`src/rtl/rv32i_types.sv`:
```
// Shared types for the rv32i instruction-fetch front end.
// The fetch FSM state encoding and the queue entry layout live here so the
// front end, its FIFO and any bench or checker agree on them.
package rv32i_types;

  // PC width that the queue entry is laid out with.
  localparam int unsigned FETCH_XLEN = 32;

  // IDLE: no request on port A.
  // REQ : request outstanding for the current fetch PC.
  // DROP: request outstanding whose response must be thrown away (a redirect
  //       arrived while it was in flight).
  typedef enum logic [1:0] {
    IDLE = 2'd0,
    REQ  = 2'd1,
    DROP = 2'd2
  } if_state_t;

  typedef struct packed {
    logic [FETCH_XLEN-1:0] pc;
    logic [31:0]           inst;
  } fetch_entry_t;

endpackage

```
`src/rtl/fetch_fifo.sv`:
```
// Synchronous FIFO of fetch entries with a single-cycle flush.
// Pointers carry one extra wrap bit so full and empty are told apart and the
// occupancy is simply their difference. Storage is not reset; the head is
// only meaningful while valid is high.
module fetch_fifo
  import rv32i_types::*;
#(
  parameter int unsigned DEPTH = 4
) (
  input  logic                       clk,
  input  logic                       rst_n,
  input  logic                       push,
  input  fetch_entry_t               push_data,
  input  logic                       pop,
  input  logic                       flush,
  output fetch_entry_t               head,
  output logic                       valid,
  output logic [$clog2(DEPTH):0]     count
);

  localparam int unsigned AW = $clog2(DEPTH);
  localparam logic [AW:0] PTR_ONE = {{AW{1'b0}}, 1'b1};

  fetch_entry_t mem [DEPTH];
  logic [AW:0]  wr_ptr;
  logic [AW:0]  rd_ptr;

  // Pointer update: flush empties the queue and overrides push and pop.
  always_ff @(posedge clk or negedge rst_n) begin
    if (!rst_n) begin
      wr_ptr <= '0;
      rd_ptr <= '0;
    end else if (flush) begin
      wr_ptr <= '0;
      rd_ptr <= '0;
    end else begin
      if (push) wr_ptr <= wr_ptr + PTR_ONE;
      if (pop)  rd_ptr <= rd_ptr + PTR_ONE;
    end
  end

  // Entry storage write; a flushed cycle never writes.
  always_ff @(posedge clk) begin
    if (push && !flush) mem[wr_ptr[AW-1:0]] <= push_data;
  end

  assign count = wr_ptr - rd_ptr;
  assign valid = (count != '0);
  assign head  = mem[rd_ptr[AW-1:0]];

endmodule

```
`src/rtl/if_prefetch_queue.sv`:
```
// Instruction-fetch front end: owns the fetch PC, issues reads on port A and
// buffers fetched instructions with their PCs for decode.
// Optional build macro IF_PERF_EN adds saturating fetch/drop counters.
//
// Handshakes:
//  - Port A: read_a and address_a are held stable from the cycle read_a rises
//    until the cycle resp_a is seen; at most one request is outstanding and a
//    request is never withdrawn. A redirect during an outstanding request
//    moves the FSM to DROP so the late response is absorbed and discarded.
//  - Decode: an entry is transferred on a cycle where inst_valid && inst_ready
//    and no redirect is present; redirect wins over pop and push.
module if_prefetch_queue
  import rv32i_types::*;
#(
  parameter int unsigned     XLEN     = FETCH_XLEN,
  parameter int unsigned     DEPTH    = 4,
  parameter logic [XLEN-1:0] RESET_PC = 32'h0000_0060
) (
  input  logic            clk,
  input  logic            rst_n,
  output logic            read_a,
  output logic [XLEN-1:0] address_a,
  input  logic            resp_a,
  input  logic [31:0]     rdata_a,
  output logic            inst_valid,
  output logic [31:0]     inst,
  output logic [XLEN-1:0] inst_pc,
  input  logic            inst_ready,
  input  logic            redirect,
  input  logic [XLEN-1:0] redirect_pc,
  output if_state_t       dbg_state
`ifdef IF_PERF_EN
  ,
  output logic [31:0]     perf_fetch_cnt,
  output logic [31:0]     perf_drop_cnt
`endif
);

  localparam int unsigned     CW         = $clog2(DEPTH) + 1;
  localparam logic [CW-1:0]   FULL_COUNT = CW'(DEPTH);
  localparam logic [XLEN-1:0] PC_STEP    = XLEN'(4);
  localparam logic [XLEN-1:0] ALIGN_MASK = XLEN'(3);

  if_state_t       state;
  if_state_t       state_n;
  logic [XLEN-1:0] fpc;
  logic [XLEN-1:0] fpc_n;
  logic [XLEN-1:0] hold_addr;
  logic [XLEN-1:0] redirect_target;

  logic            push;
  logic            pop;
  logic            fifo_valid;
  logic [CW-1:0]   count;
  logic [CW-1:0]   count_after;
  fetch_entry_t    push_entry;
  fetch_entry_t    head;

  assign redirect_target = redirect_pc & ~ALIGN_MASK;

  // Redirect suppresses both queue operations for that cycle.
  assign push = (state == REQ) && resp_a && !redirect;
  assign pop  = fifo_valid && inst_ready && !redirect;

  assign count_after = count + {{(CW-1){1'b0}}, push} - {{(CW-1){1'b0}}, pop};

  assign push_entry.pc   = fpc;
  assign push_entry.inst = rdata_a;

  fetch_fifo #(
    .DEPTH (DEPTH)
  ) u_fifo (
    .clk       (clk),
    .rst_n     (rst_n),
    .push      (push),
    .push_data (push_entry),
    .pop       (pop),
    .flush     (redirect),
    .head      (head),
    .valid     (fifo_valid),
    .count     (count)
  );

  // FSM state, fetch PC and the address held while a dropped request drains.
  always_ff @(posedge clk or negedge rst_n) begin
    if (!rst_n) begin
      state     <= IDLE;
      fpc       <= RESET_PC;
      hold_addr <= RESET_PC;
    end else begin
      state <= state_n;
      fpc   <= fpc_n;
      if (state == REQ) hold_addr <= fpc;
    end
  end

  // Next state and next fetch PC; redirect has top priority in every state.
  always_comb begin
    state_n = state;
    fpc_n   = fpc;
    unique case (state)
      IDLE: begin
        if (redirect) begin
          fpc_n = redirect_target;
        end else if (count < FULL_COUNT) begin
          state_n = REQ;
        end
      end
      REQ: begin
        if (redirect) begin
          fpc_n   = redirect_target;
          state_n = resp_a ? IDLE : DROP;
        end else if (resp_a) begin
          fpc_n   = fpc + PC_STEP;
          state_n = (count_after < FULL_COUNT) ? REQ : IDLE;
        end
      end
      DROP: begin
        if (redirect) begin
          fpc_n   = redirect_target;
          state_n = resp_a ? IDLE : DROP;
        end else if (resp_a) begin
          state_n = IDLE;
        end
      end
      default: begin
        state_n = IDLE;
      end
    endcase
  end

  assign read_a     = (state != IDLE);
  assign address_a  = (state == DROP) ? hold_addr : fpc;
  assign inst_valid = fifo_valid;
  assign inst       = fifo_valid ? head.inst : 32'h0;
  assign inst_pc    = fifo_valid ? head.pc   : '0;
  assign dbg_state  = state;

`ifdef IF_PERF_EN
  logic drop_event;

  // A response is discarded when draining in DROP or when a redirect lands on it.
  assign drop_event = resp_a && ((state == DROP) || ((state == REQ) && redirect));

  // Saturating counters of accepted pushes and discarded responses.
  always_ff @(posedge clk or negedge rst_n) begin
    if (!rst_n) begin
      perf_fetch_cnt <= 32'h0;
      perf_drop_cnt  <= 32'h0;
    end else begin
      if (push && (perf_fetch_cnt != 32'hFFFF_FFFF))
        perf_fetch_cnt <= perf_fetch_cnt + 32'd1;
      if (drop_event && (perf_drop_cnt != 32'hFFFF_FFFF))
        perf_drop_cnt <= perf_drop_cnt + 32'd1;
    end
  end
`endif

endmodule

```
`config.mk`:
```
export PLATFORM = sky130hd
export DESIGN_NAME = if_prefetch_queue
export DESIGN_NICKNAME = d
export VERILOG_FILES = /design/src/rtl/rv32i_types.sv /design/src/rtl/fetch_fifo.sv /design/src/rtl/if_prefetch_queue.sv
export SDC_FILE = /design/constraint.sdc
export NUM_CORES = 1
export LEC_CHECK = 0
export ABC_CLOCK_PERIOD_IN_PS = 4780
export BUFFER_PORTS_ARGS = -buffer_cell sky130_fd_sc_hd__buf_2
export CORE_MARGIN = 5
export CORE_UTILIZATION = 60
export CTS_CLUSTER_DIAMETER = 80
export DETAILED_ROUTE_END_ITERATION = 16
export GPL_TIMING_DRIVEN = 0
export PLACE_DENSITY = 0.82
export SETUP_SLACK_MARGIN = 0.02
export SYNTH_ARGS = -nofsm -noshare
export SYNTH_HDL_FRONTEND = slang
export SYNTH_HIERARCHICAL = 1
export SYNTH_SLANG_ARGS = --single-unit
```
`constraint.sdc`:
```
create_clock -name clk -period 4.78 [get_ports clk]
set_input_delay 0.956 -clock clk [delete_from_list [all_inputs] [get_ports clk]]
set_output_delay 0.956 -clock clk [all_outputs]
set_load 0.01 [all_outputs]
```
* Yosys cells after proc, flatten, opt, wreduce, memory -nomap -nowiden
Memories as Yosys holds them, arrays and structs flattened.
Cells that the tools add are included.
** Storage, ports and cells
- Output and inout port bits :: 100
- Input bits :: 69
- Memories :: 1
- Bits in writable memories :: 256
- Register bits :: 72
- Logic and storage cells :: 58
** Memory list
- u_fifo.mem :: depth 4, bits a word 64, read ports 1, clocked after Yosys merged registers in 0, write ports 1, RTL line fetch_fifo.sv:24 : fetch_entry_t mem [DEPTH];
** Cells by class
- $add $sub $neg :: 6
- Mux-type cells :: 22
- Reductions and logical operators :: 15
- Equality and inequality tests :: 7
- $lt $le $gt $ge :: 2
** Operator list (number)
- $mux W32 :: 6
- $pmux W32 S2 :: 1
- $add A32 B3 Y32 const B :: 1
- $mux W2 :: 7
- $mux W3 :: 4
- $reduce_bool A2 Y1 :: 4
- $add A3 B1 Y3 const B :: 2
- $lt A3 B3 Y1 const B :: 2
- $ne A3 B3 Y1 const B :: 2
- $pmux W2 S3 :: 1
- $logic_and A1 B1 Y1 :: 5
- $ne A2 B2 Y1 const B :: 2
- $reduce_and A4 Y1 :: 1
- $add A3 B1 Y3 :: 1
- $mux W1 :: 3
- $reduce_and A3 Y1 :: 1
- $reduce_bool A3 Y1 :: 1
- $sub A3 B1 Y3 :: 1
- $sub A3 B3 Y3 :: 1
- $eq A2 B1 Y1 const B :: 1
- $eq A2 B2 Y1 const B :: 1
- $logic_not A2 Y1 :: 1
- $ne A2 B1 Y1 const B :: 1
- $reduce_or A2 Y1 :: 1
- $logic_not A1 Y1 :: 1

* Logic depth before layout (Yosys ltp)
Gate-level depths: netlist of the first run.
- Depth in word-level cells :: 10
- Gate-level depth with buffers :: 14
- Mapped depth without buffers :: 13

* By module
The synthesis of the first run kept the hierarchy.
** Modules (own cells, without submodules)
- fetch_fifo :: instances 1, area each 9711.8 µm², cells each 375, sequential area each 7837.5 µm²
- if_prefetch_queue :: instances 1, area each 4285.4 µm², cells each 445, sequential area each 1556.5 µm²

* Least setup slack after synthesis of the first run
OpenSTA, ideal clock, no wires.
- Kind :: input -> register
- From :: input port redirect
- To :: memory u_fifo/mem[0][0] (netlist bit), enable pin
- Buffers on the path :: 0
- Stages :: 5
- Arrival :: 3.127 ns
- Required time :: 4.351 ns
- Slack :: 1.224 ns
- Library setup time :: 0.429 ns
- Path through :: nor2b_2 -> nand3b_1 -> inv_2 -> nor2b_1 -> and2_1
** On the way
- Word-level cells in the longest chain between the ends :: 5
** Ends and longest elaborated chain
- from (decl) :: RTL line if_prefetch_queue.sv:29 : input logic redirect,
- $logic_not A1 Y1 :: RTL line if_prefetch_queue.sv:62 : assign push = (state == REQ) && resp_a && !redirect;
- $logic_and A1 B1 Y1 :: RTL line if_prefetch_queue.sv:62
- via push :: RTL line if_prefetch_queue.sv:51 : logic push;
- $logic_and A1 B1 Y1 :: RTL line fetch_fifo.sv:44 : if (push && !flush) mem[wr_ptr[AW-1:0]] <= push_data;
- $mux W1 :: RTL line fetch_fifo.sv:44
- $mux W1 (implied by the code) :: RTL line fetch_fifo.sv:44
- to (decl) :: RTL line fetch_fifo.sv:24
The timed path passes the listed nets, and every way through them passes these cells.

* Worst setup path after layout of the first run
- From :: register u_fifo.wr_ptr[0]
- To :: output port inst_pc[19]
** On the way
- Word-level cells in the longest chain between the ends :: 3
** Ends and longest elaborated chain
- from (decl) :: RTL line fetch_fifo.sv:25 : logic [AW:0] wr_ptr;
- from (signal assigned) :: RTL line fetch_fifo.sv:37 : if (push) wr_ptr <= wr_ptr + PTR_ONE;
- $sub A3 B3 Y3 :: RTL line fetch_fifo.sv:47 : assign count = wr_ptr - rd_ptr;
- $reduce_bool A3 Y1 :: RTL line fetch_fifo.sv:48 : assign valid = (count != '0);
- $mux W32 :: RTL line if_prefetch_queue.sv:136 : assign inst_pc = fifo_valid ? head.pc : '0;
- to (decl) :: RTL line if_prefetch_queue.sv:27 : output logic [XLEN-1:0] inst_pc,
No other way between the ends.

==> results.py, run 1 <==
metrics = {
    "status": {
        "status": "complete, no violations",
    },
    "sta": {
        "rsz0062_at_grt": "no",
        "tightest_slew_ns": 0.885,
        "drv_slew": 0,
        "fin_skew_ns": 0.0288,
        "min_period_ns": 4.27,
        "setup_viol": 0,
        "hold_violations": 0,
        "slew_headroom": 0.410,
        "hold-worst-slack_ns": 0.499,
        "max_freq_ghz": 0.234,
        "period_share": 0.893,
    },
    "setup_path": {
        "r2r_setup_slack_ns": 0.98,
        "cp-start-kind": "flop",
        "cp_slowest_cell": "fa_1",
        "crit_arrival_ns": 3.31,
        "cp.required_ns": 3.82,
        "crit_chain": "inv_1 > ha_1 > fa_1 > nand3b_1 > mux2_2 > clkbuf_1 > clkbuf_1 > and2_1 > buf_2",
        "worstSetupPathType": "flop to primary output",
        "regToRegStartpoint": "u_fifo/wr_ptr[0]",
        "crit_top_cell": "clkbuf_1",
        "reg2reg_depth": 14,
        "crit_path_end_kind": "primary output",
        "slowest_delay_ns": 0.50,
        "r2r_end": "dbg_state[0]",
        "crit_fanout": 10,
    },
    "global_route": {
        "antenna_found_initial": 0,
        "grt_max_degree": 69,
        "grt_usage": 0.230,
        "grt_pass1_wl_um": 47500,
        "grt_pass1_vias": 8429,
        "grt_overflow": 0,
    },
    "clocking": {
        "clk_pin_slew_worst_paths_ns": 0.06,
        "clock-sinks": 324,
        "cts_hold_buf": 0,
        "cts-resized-gates": 0,
        "cts_buffers": 35,
        "cts_max_path_buffers": 3,
        "worst_skew_pair.late_latency_ns": 0.51,
        "clockRootBuffer": "clkbuf_16",
        "cts_setup_buffers": 0,
        "cts_tree": "built",
        "h-tree-depth": 2,
    },
    "die": {
        "die-area_mm2": 0.0265,
        "pin_count": 169,
        "die_y_um": 163,
        "core_area_mm2": 0.0228,
        "start_util": 0.615,
        "num_rows": 55,
        "die_w_um": 163,
    },
    "synth": {
        "synthTopCellsByArea": "edfxtp_1 (55%), dfrtp_1 (11%), mux4_2 (10%)",
        "synthAdderAreaFrac": 0.00948,
        "netlist_top_cells_count": "edfxtp_1 (256), and2_1 (73), dfrtp_1 (64), mux4_2 (64), mux2_2 (59)",
        "ys_ff_latch": 324,
        "synth_compound_area_frac": 0.0488,
        "synth.distinct_cells": 68,
        "yosys.area_share.xor_xnor": 0.00250,
        "synthSimpleGateAreaFrac": 0.0827,
        "syn_avg_cell_area_um2": 17.1,
        "synth_top_area_cell": "edfxtp_1",
        "synthArstFlopShare": 0.210,
        "synthMuxAreaShare": 0.152,
        "ys_warn_count": 6,
        "synth.most_common_cell": "edfxtp_1",
        "synth_top_area_share": 0.549,
        "netlist_instances": 820,
        "yosysSeqAreaShare": 0.671,
        "synth-edff-count": 256,
        "synth_top_family_by_area": "multiplexers",
        "synth_ff_type": "edfxtp_1",
        "synth_area_mm2": 0.0140,
    },
    "pwr": {
        "intPower_w": 0.00538,
        "ir_worst_vdd_mv": 0.376,
        "combPwrFrac": 0.167,
        "power.total_w": 0.00722,
        "p_switching_w": 0.00184,
        "switching_share": 0.255,
        "pwr-share-clk": 0.348,
        "p_per_area_mw_per_mm2": 440,
        "seqPwrFrac": 0.484,
        "leakage_nw": 5.96,
    },
    "drt": {
        "drc_errors": 0,
        "vias": 8214,
        "routed_wl_um": 30000,
        "final_antenna_net_count": 0,
        "wl_per_cell_um": 21.8,
        "avgViaCountPerCell": 5.98,
        "dr.pass1.iters": 6,
        "drt-initial-drc-count": 803,
    },
    "placed_design": {
        "place_area_mm2": 0.0153,
        "dp_cells": 1310,
        "hpwl_um": 19200,
        "io_buffers": 164,
        "gp_congestion": 0.916,
    },
    "layout": {
        "final_nets": 1113,
        "areaGrowthSynthToFinish_pct": 17.3,
        "final_cells": 1373,
        "fin_area_mm2": 0.0164,
        "drive_above_1_share": 0.378,
        "diodes": 0,
        "fill_cells": 1434,
    },
    "hold_path": {
        "hp-start": "hold_addr[7]",
        "hold_end": "hold_addr[7]",
        "holdPathStages": 1,
        "hold_class": "flop to flop",
    },
    "run": {
        "cap_violations": 0,
    },
}
## metal layers
metal  share of wire  GRT usage  routed length [um]  vias up
met5               0          0                   0        -
met4           0.022     0.0557                 647        0
met3           0.081     0.0458                2420       57
met2            0.49      0.375               14700      396
met1            0.41      0.327               12200     4098
li1                -          -                   -     3663
## layout by cell type (no fill, tap or decap), types with 11 or more instances in the layout
cell	n
a21oi_1	17
and2_1	69
buf_2	179
buf_6	11
clkbuf_1	29
clkbuf_16	37
dfrtp_1	64
edfxtp_1	256
mux2_2	59
mux4_2	64
nand2_1	16
nand3_1	13
nand4_1	13
nor2_1	28
o21ai_0	14
## layout make-up
class	instances	area, um^2	share of cell area
flip-flops and latches	324	9390	0.572
multi-input cells	437	4180	0.255
clock buffers	51	998	0.0608
repair buffers	168	911	0.0555
plain buffers	57	424	0.0258
well taps	313	392	0.0239
clock inverters	12	76.3	0.00465
inverters	11	41.3	0.00251
## flip-flops by register name (all words and copies together) (netlist names)
signal,count
u_fifo/wr_ptr,3
u_fifo/mem,256
fpc,30
dbg_state,2
u_fifo/rd_ptr,3
hold_addr,30
## per-stage QoR
step                      utilization  TNS, ns  setup WS (ns)
after global routing            0.721        0          0.257
after CTS                       0.721        0          0.382
after floorplan                     -        0           1.22
final                           0.721        0          0.512
after detailed placement        0.674        0          0.922
after global placement          0.669   -54.80         -0.232
## how the worst max path moves through the flow
stage / from / to / slack [ns] / cells after the start
2_1_floorplan: redirect / u_fifo/mem[0][0] / 1.22 / 5
3_3_place_gp: redirect / u_fifo/mem[0][30] / -0.23 / 6
3_5_place_dp: u_fifo/wr_ptr[0] / inst_pc[19] / 0.92 / 9
4_1_cts: u_fifo/wr_ptr[0] / inst_pc[19] / 0.38 / 9
5_1_grt: u_fifo/wr_ptr[0] / inst[26] / 0.26 / 9
6_report: u_fifo/wr_ptr[0] / inst_pc[19] / 0.51 / 9
## cell families after synthesis
kind of cell,Yosys count
buffers and inverters,68
XOR/XNOR,4
other,1
AND/OR/NAND/NOR,194
flip-flops,324
multiplexers,125
AO/OA/AOI/OAI,94
adder cells (fa/ha/maj),10
## worst max-delay path, delay by kind of cell, from the launching register on
| kind | cells | cell delay [ns] |
|---|---|---|
| adder cells (fa/ha/maj) | 2 | 0.72 |
| buffers and inverters | 4 | 1.10 |
| multiplexers | 1 | 0.19 |
| flip-flops | 1 | 0.42 |
| AND/OR/NAND/NOR | 2 | 0.35 |
## power by group through the flow
stage               logic [W]  registers [W]  clock network (W)
floorplan            0.000810        0.00347                  0
global placement      0.00120        0.00353                  0
detailed placement    0.00122        0.00355                  0
CTS                   0.00123        0.00349            0.00257
global route          0.00132        0.00353            0.00270
finish                0.00121        0.00350            0.00252
(Power assumes the default switching activity.)
==> inputs of run 2 (changes only) <==
--- a/config.mk
+++ b/config.mk
@@ -13,6 +13,7 @@
 export DETAILED_ROUTE_END_ITERATION = 16
 export GPL_TIMING_DRIVEN = 0
 export PLACE_DENSITY = 0.82
+export REMOVE_ABC_BUFFERS = 1
 export SETUP_SLACK_MARGIN = 0.02
 export SYNTH_ARGS = -nofsm -noshare
 export SYNTH_HDL_FRONTEND = slang
==> run 2 against run 1 <==
Against the previous run:
- critical path depth shrank 3
- combinational power decreased by 8%
- global-route usage is 0.30 points lower
- die area unchanged
- via count decreased by 1.0%
- worst hold slack worse by 0.0021 ns
- worst setup slack improved by 0.0065 ns
- power increased by 0.75%
- final cell count shrank 4.1%
- non-clock buffer count is 54 lower
- cell area shrank 1.6%
==> results.py, run 2 (synthesized netlist as in run 1, its figures left out) <==
metrics = {
    "drt": {
        "avgViaCountPerCell": 6.17,
        "routed_wl_um": 29900,
        "wl_per_cell_um": 22.7,
        "final_antenna_net_count": 0,
        "vias": 8129,
        "dr.pass1.iters": 7,
        "drc_errors": 0,
        "drt-initial-drc-count": 767,
    },
    "global_route": {
        "grt_max_degree": 69,
        "grt_pass1_wl_um": 46700,
        "antenna_found_initial": 0,
        "grt_usage": 0.227,
        "grt_overflow": 0,
        "grt_pass1_vias": 8345,
    },
    "sta": {
        "fin_ws_ns": 0.519,
        "slew_headroom": 0.111,
        "rsz0062_at_grt": "no",
        "setup_viol": 0,
        "tightest_slew_ns": 1.33,
        "min_period_ns": 4.26,
        "drv_slew": 0,
        "period_share": 0.891,
        "max_freq_ghz": 0.235,
        "fin_skew_ns": 0.0153,
        "hold_violations": 0,
    },
    "clocking": {
        "cts_buffers": 34,
        "clock-sinks": 324,
        "worst_skew_pair.late_latency_ns": 0.51,
        "cts_max_path_buffers": 3,
        "h-tree-depth": 2,
        "clk_pin_slew_worst_paths_ns": 0.06,
        "clockRootBuffer": "clkbuf_16",
        "cts_setup_buffers": 0,
        "cts_tree": "built",
    },
    "die": {
        "start_util": 0.615,
        "core_area_mm2": 0.0228,
        "pin_count": 169,
        "die_y_um": 163,
        "die_w_um": 163,
        "die-area_mm2": 0.0265,
        "num_rows": 55,
    },
    "pwr": {
        "ir_worst_vdd_mv": 0.350,
        "p_per_area_mw_per_mm2": 450,
        "leakage_nw": 5.77,
        "p_switching_w": 0.00185,
        "seqPwrFrac": 0.484,
        "power.total_w": 0.00728,
        "switching_share": 0.254,
        "intPower_w": 0.00543,
        "pwr-share-clk": 0.363,
        "combPwrFrac": 0.153,
    },
    "placed_design": {
        "place_area_mm2": 0.0150,
        "io_buffers": 164,
        "pre_cts_slack_ns": 0.197,
        "hpwl_um": 17600,
        "gp_congestion": 0.875,
    },
    "layout": {
        "layout_commonest_cell": "edfxtp_1",
        "largest_register_ffs": 256,
        "final_nets": 1058,
        "areaGrowthSynthToFinish_pct": 15.4,
        "fin_area_mm2": 0.0162,
        "fill_cells": 1416,
        "final_cell_mix": "edfxtp_1 (256), buf_2 (163), and2_1 (69)",
        "diodes": 0,
        "drive_above_1_share": 0.369,
    },
    "setup_path": {
        "crit_arrival_ns": 3.31,
        "crit_path_end_kind": "primary output",
        "cp.required_ns": 3.82,
        "cp-start-kind": "flop",
        "crit_fanout": 66,
        "worstSetupPathType": "flop to primary output",
    },
    "run": {
        "cap_violations": 0,
    },
    "status": {
        "status": "complete, no violations",
    },
    "hold_path": {
        "hold_class": "flop to flop",
    },
}
## run 2: cell types whose count changed in the layout (fill, tap and decap cells not counted), moves of 5 or more
cell / change
buf_6: -11
buf_2: -16
buf_4: -7
clkbuf_1: -19
buf_16: +5
buf_12: -7
## run 2: metrics by stage
stage / util / hold slack (ns) / instances / TNS [ns]
after floorplan: - / 0.450 / 772 / -33.87
after global placement: 0.651 / 0.462 / 1249 / -552.89
after detailed placement: 0.660 / 0.480 / 1256 / 0
after CTS: 0.709 / 0.495 / 1317 / 0
after global routing: 0.709 / 0.511 / 1317 / 0
final: 0.709 / 0.497 / 1317 / 0
## run 2: final timing paths
path	start	endpoint	slack [ns]	cells after the start
setup / recovery	u_fifo/rd_ptr[0]	inst_pc[15]	0.52	6
hold / removal	hold_addr[28]	hold_addr[28]	0.50	2
setup reg to reg	u_fifo/rd_ptr[0]	dbg_state[0]	0.61	12
hold reg to reg	hold_addr[28]	hold_addr[28]	0.50	2
max in group asynchronous	rst_n	u_fifo/rd_ptr[0]	3.52	1
min in group asynchronous	rst_n	dbg_state[0]	0.58	1
## run 2: power by group through the flow
stage	Clock (W)	Sequential, W	Combinational (W)
finish	0.00264	0.00352	0.00111
detailed placement	0	0.00357	0.00112
global route	0.00281	0.00356	0.00121
floorplan	0	0.00351	0.000694
CTS	0.00269	0.00352	0.00113
global placement	0	0.00358	0.00108
## run 2: routing by layer
metal	part of all wire	track usage	routed length [um]
met2	0.49	0.372	14600
met4	0.015	0.0480	440
met1	0.41	0.320	12200
met5	0	0	0
met3	0.087	0.0521	2590
## run 2: area by class of cell
cell class | count | area, um^2 | area share
Clock buffer | 45 | 902 | 0.0558
Clock inverter | 16 | 216 | 0.0134
Inverter | 11 | 41.3 | 0.00256
Multi-Input combinational cell | 437 | 4200 | 0.260
Sequential cell | 324 | 9400 | 0.582
Tap cell | 313 | 392 | 0.0242
Timing Repair Buffer | 171 | 1010 | 0.0624
## run 2: repair_timing
item	4_1_cts	5_1_grt
hold buffers	0	0
resized for setup	0	1
endpoints found under the setup margin	0	65
## run 2: critical path, stage by stage (launching register included)
cell and delay (ns):
dfrtp_4 0.85, ha_1 0.29, fa_1 0.47, nand3b_1 0.14, mux2_4 0.62, and2_1 0.27
buf_2 0.15
==> inputs of run 3 (changes only) <==
--- a/config.mk
+++ b/config.mk
@@ -8,13 +8,12 @@
 export ABC_CLOCK_PERIOD_IN_PS = 4780
 export BUFFER_PORTS_ARGS = -buffer_cell sky130_fd_sc_hd__buf_2
 export CORE_MARGIN = 5
-export CORE_UTILIZATION = 60
+export CORE_UTILIZATION = 35
 export CTS_CLUSTER_DIAMETER = 80
 export DETAILED_ROUTE_END_ITERATION = 16
 export GPL_TIMING_DRIVEN = 0
-export PLACE_DENSITY = 0.82
 export REMOVE_ABC_BUFFERS = 1
-export SETUP_SLACK_MARGIN = 0.02
+export SETUP_SLACK_MARGIN = 0.3
 export SYNTH_ARGS = -nofsm -noshare
 export SYNTH_HDL_FRONTEND = slang
 export SYNTH_HIERARCHICAL = 1
==> run 3 against run 2 <==
Against the previous run:
- count of clock-buffer cells in the layout is 3 higher
- final cell count rose by 17%
- core utilization fell by 29 points
- worst hold slack lost 0.16 ns
- first-iteration DRC count shrank 50%
- largest power group unchanged
- fmax increased by 5.4%
- via count is 2.8% lower
- critical path type unchanged
- largest cell class unchanged
==> results.py, run 3 (synthesized netlist as in run 1, its figures left out) <==
metrics = {
    "sta": {
        "max_freq_ghz": 0.247,
        "drv_slew": 0,
        "tns_ns": 0,
        "hold-worst-slack_ns": 0.338,
        "hold_violations": 0,
        "tightest_slew_ns": 1.29,
        "slew_headroom": 0.140,
        "period_share": 0.846,
        "rsz0062_at_grt": "no",
        "min_period_ns": 4.04,
        "setup_viol": 0,
        "fin_skew_ns": 0.0175,
    },
    "layout": {
        "drive_above_1_share": 0.379,
        "largest_register_ffs": 256,
        "final_cells": 1536,
        "fill_cells": 3654,
        "layout_commonest_cell": "edfxtp_1",
        "final_nets": 1064,
        "final_cell_mix": "edfxtp_1 (256), buf_2 (163), and2_1 (69)",
        "areaGrowthSynthToFinish_pct": 18.7,
        "fin_area_mm2": 0.0166,
        "multi_input_area_mm2": 0.00421,
        "diodes": 0,
        "regArea_mm2": 0.00940,
    },
    "drt": {
        "drt-initial-drc-count": 385,
        "dr.pass1.iters": 4,
        "vias": 7898,
        "avgViaCountPerCell": 5.14,
        "routed_wl_um": 33700,
        "final_antenna_net_count": 0,
        "wl_per_cell_um": 21.9,
        "drc_errors": 0,
    },
    "run": {
        "cap_violations": 0,
    },
    "setup_path": {
        "regToRegStartpoint": "dbg_state[0]",
        "cp-start-kind": "flop",
        "crit_path_end_kind": "primary output",
        "setup.worst_path.start": "u_fifo/rd_ptr[0]",
        "worstSetupPathType": "flop to primary output",
        "crit_fanout": 66,
        "cp.required_ns": 3.82,
        "crit_arrival_ns": 3.09,
    },
    "die": {
        "die_y_um": 210,
        "core_area_mm2": 0.0396,
        "die_w_um": 210,
        "start_util": 0.353,
        "die-area_mm2": 0.0441,
        "num_rows": 73,
        "pin_count": 169,
    },
    "clocking": {
        "clockRootBuffer": "clkbuf_16",
        "clk_pin_slew_worst_paths_ns": 0.06,
        "cts_buffers": 37,
        "clock-sinks": 324,
        "worst_skew_pair.late_latency_ns": 0.54,
        "cts_max_path_buffers": 3,
        "h-tree-depth": 2,
        "cts_hold_buf": 0,
        "cts_tree": "built",
    },
    "placed_design": {
        "hpwl_um": 20700,
        "dp_cells": 1470,
        "gp_congestion": 0.759,
        "place_area_mm2": 0.0154,
        "io_buffers": 164,
    },
    "global_route": {
        "grt_use_met1": 0.201,
        "top_usage_layer": "met2",
        "use_met2": 0.253,
        "grt_max_degree": 67,
        "grt_usage": 0.152,
        "grt_pass1_wl_um": 51400,
        "antenna_found_initial": 1,
        "grt_pass1_vias": 8398,
        "grt_use_met3": 0.0332,
        "grt_overflow": 0,
    },
    "pwr": {
        "leakage_nw": 5.86,
        "ir_worst_vdd_mv": 0.188,
        "power.total_w": 0.00749,
        "p_per_area_mw_per_mm2": 451,
    },
    "status": {
        "status": "complete, no violations",
    },
    "hold_path": {
        "hold_class": "input port to async pin",
    },
}
[run 3: cell count changes in the layout (fill, tap and decap cells not counted), sizes merged]
cell      change
buf           +3
clkbuf        +3
bufinv        -2
clkinvlp      +2
clkinv        +1
[run 3: stage by stage]
step / setup slack [ns] / util
3_3_place_gp: -3.29 / 0.381
5_1_grt: 0.513 / 0.419
2_1_floorplan: -0.938 / -
4_1_cts: 0.385 / 0.419
3_5_place_dp: 0.332 / 0.388
6_report: 0.737 / 0.419
[run 3: path summary, 6_finish.rpt]
kind	end	slack [ns]	cells past startpoint
hold / removal	hold_addr[24]	0.34	1
min in group clk	hold_addr[28]	0.48	2
setup reg to reg	u_fifo/mem[3][24]	0.86	6
hold reg to reg	hold_addr[28]	0.48	2
max in group asynchronous	hold_addr[6]	3.80	2
setup / recovery	inst[20]	0.74	6
[run 3: area by class of cell]
type,count,share of cell area
multi-input cells,437,0.253
flip-flops and latches,324,0.566
clock inverters,17,0.0106
well taps,525,0.0395
inverters,11,0.00249
clock buffers,48,0.0627
repair buffers,174,0.0657
[run 3: repair_timing]
action | 4_1_cts | 5_1_grt
endpoints found under the setup margin | 64 | 27
resized for setup | 0 | 1
gates cloned | 0 | 0
buffers inserted | 1 | 0
[run 3: routing by layer]
| metal | vias up | part of all wire | routed length (um) |
|---|---|---|---|
| met3 | 55 | 0.054 | 1810 |
| met5 | - | 0 | 0 |
| met4 | 0 | 0.026 | 889 |
| met2 | 194 | 0.49 | 16400 |
| li1 | 3570 | - | - |
| met1 | 4079 | 0.43 | 14600 |
[run 3: critical path, cell delays in order (launching register included)]
cell	delay [ns]
dfrtp_4	0.71
ha_1	0.30
fa_1	0.52
nand3_1	0.10
mux2_8	0.49
and2_1	0.23
buf_2	0.14
[run 3: power breakdown]
part	internal [W]	leakage, nW	switching (W)
Clock	0.00170	0.593	0.00111
Combinational	0.000550	2.17	0.000605
Sequential	0.00329	3.10	0.000228
Total	0.00555	5.86	0.00194
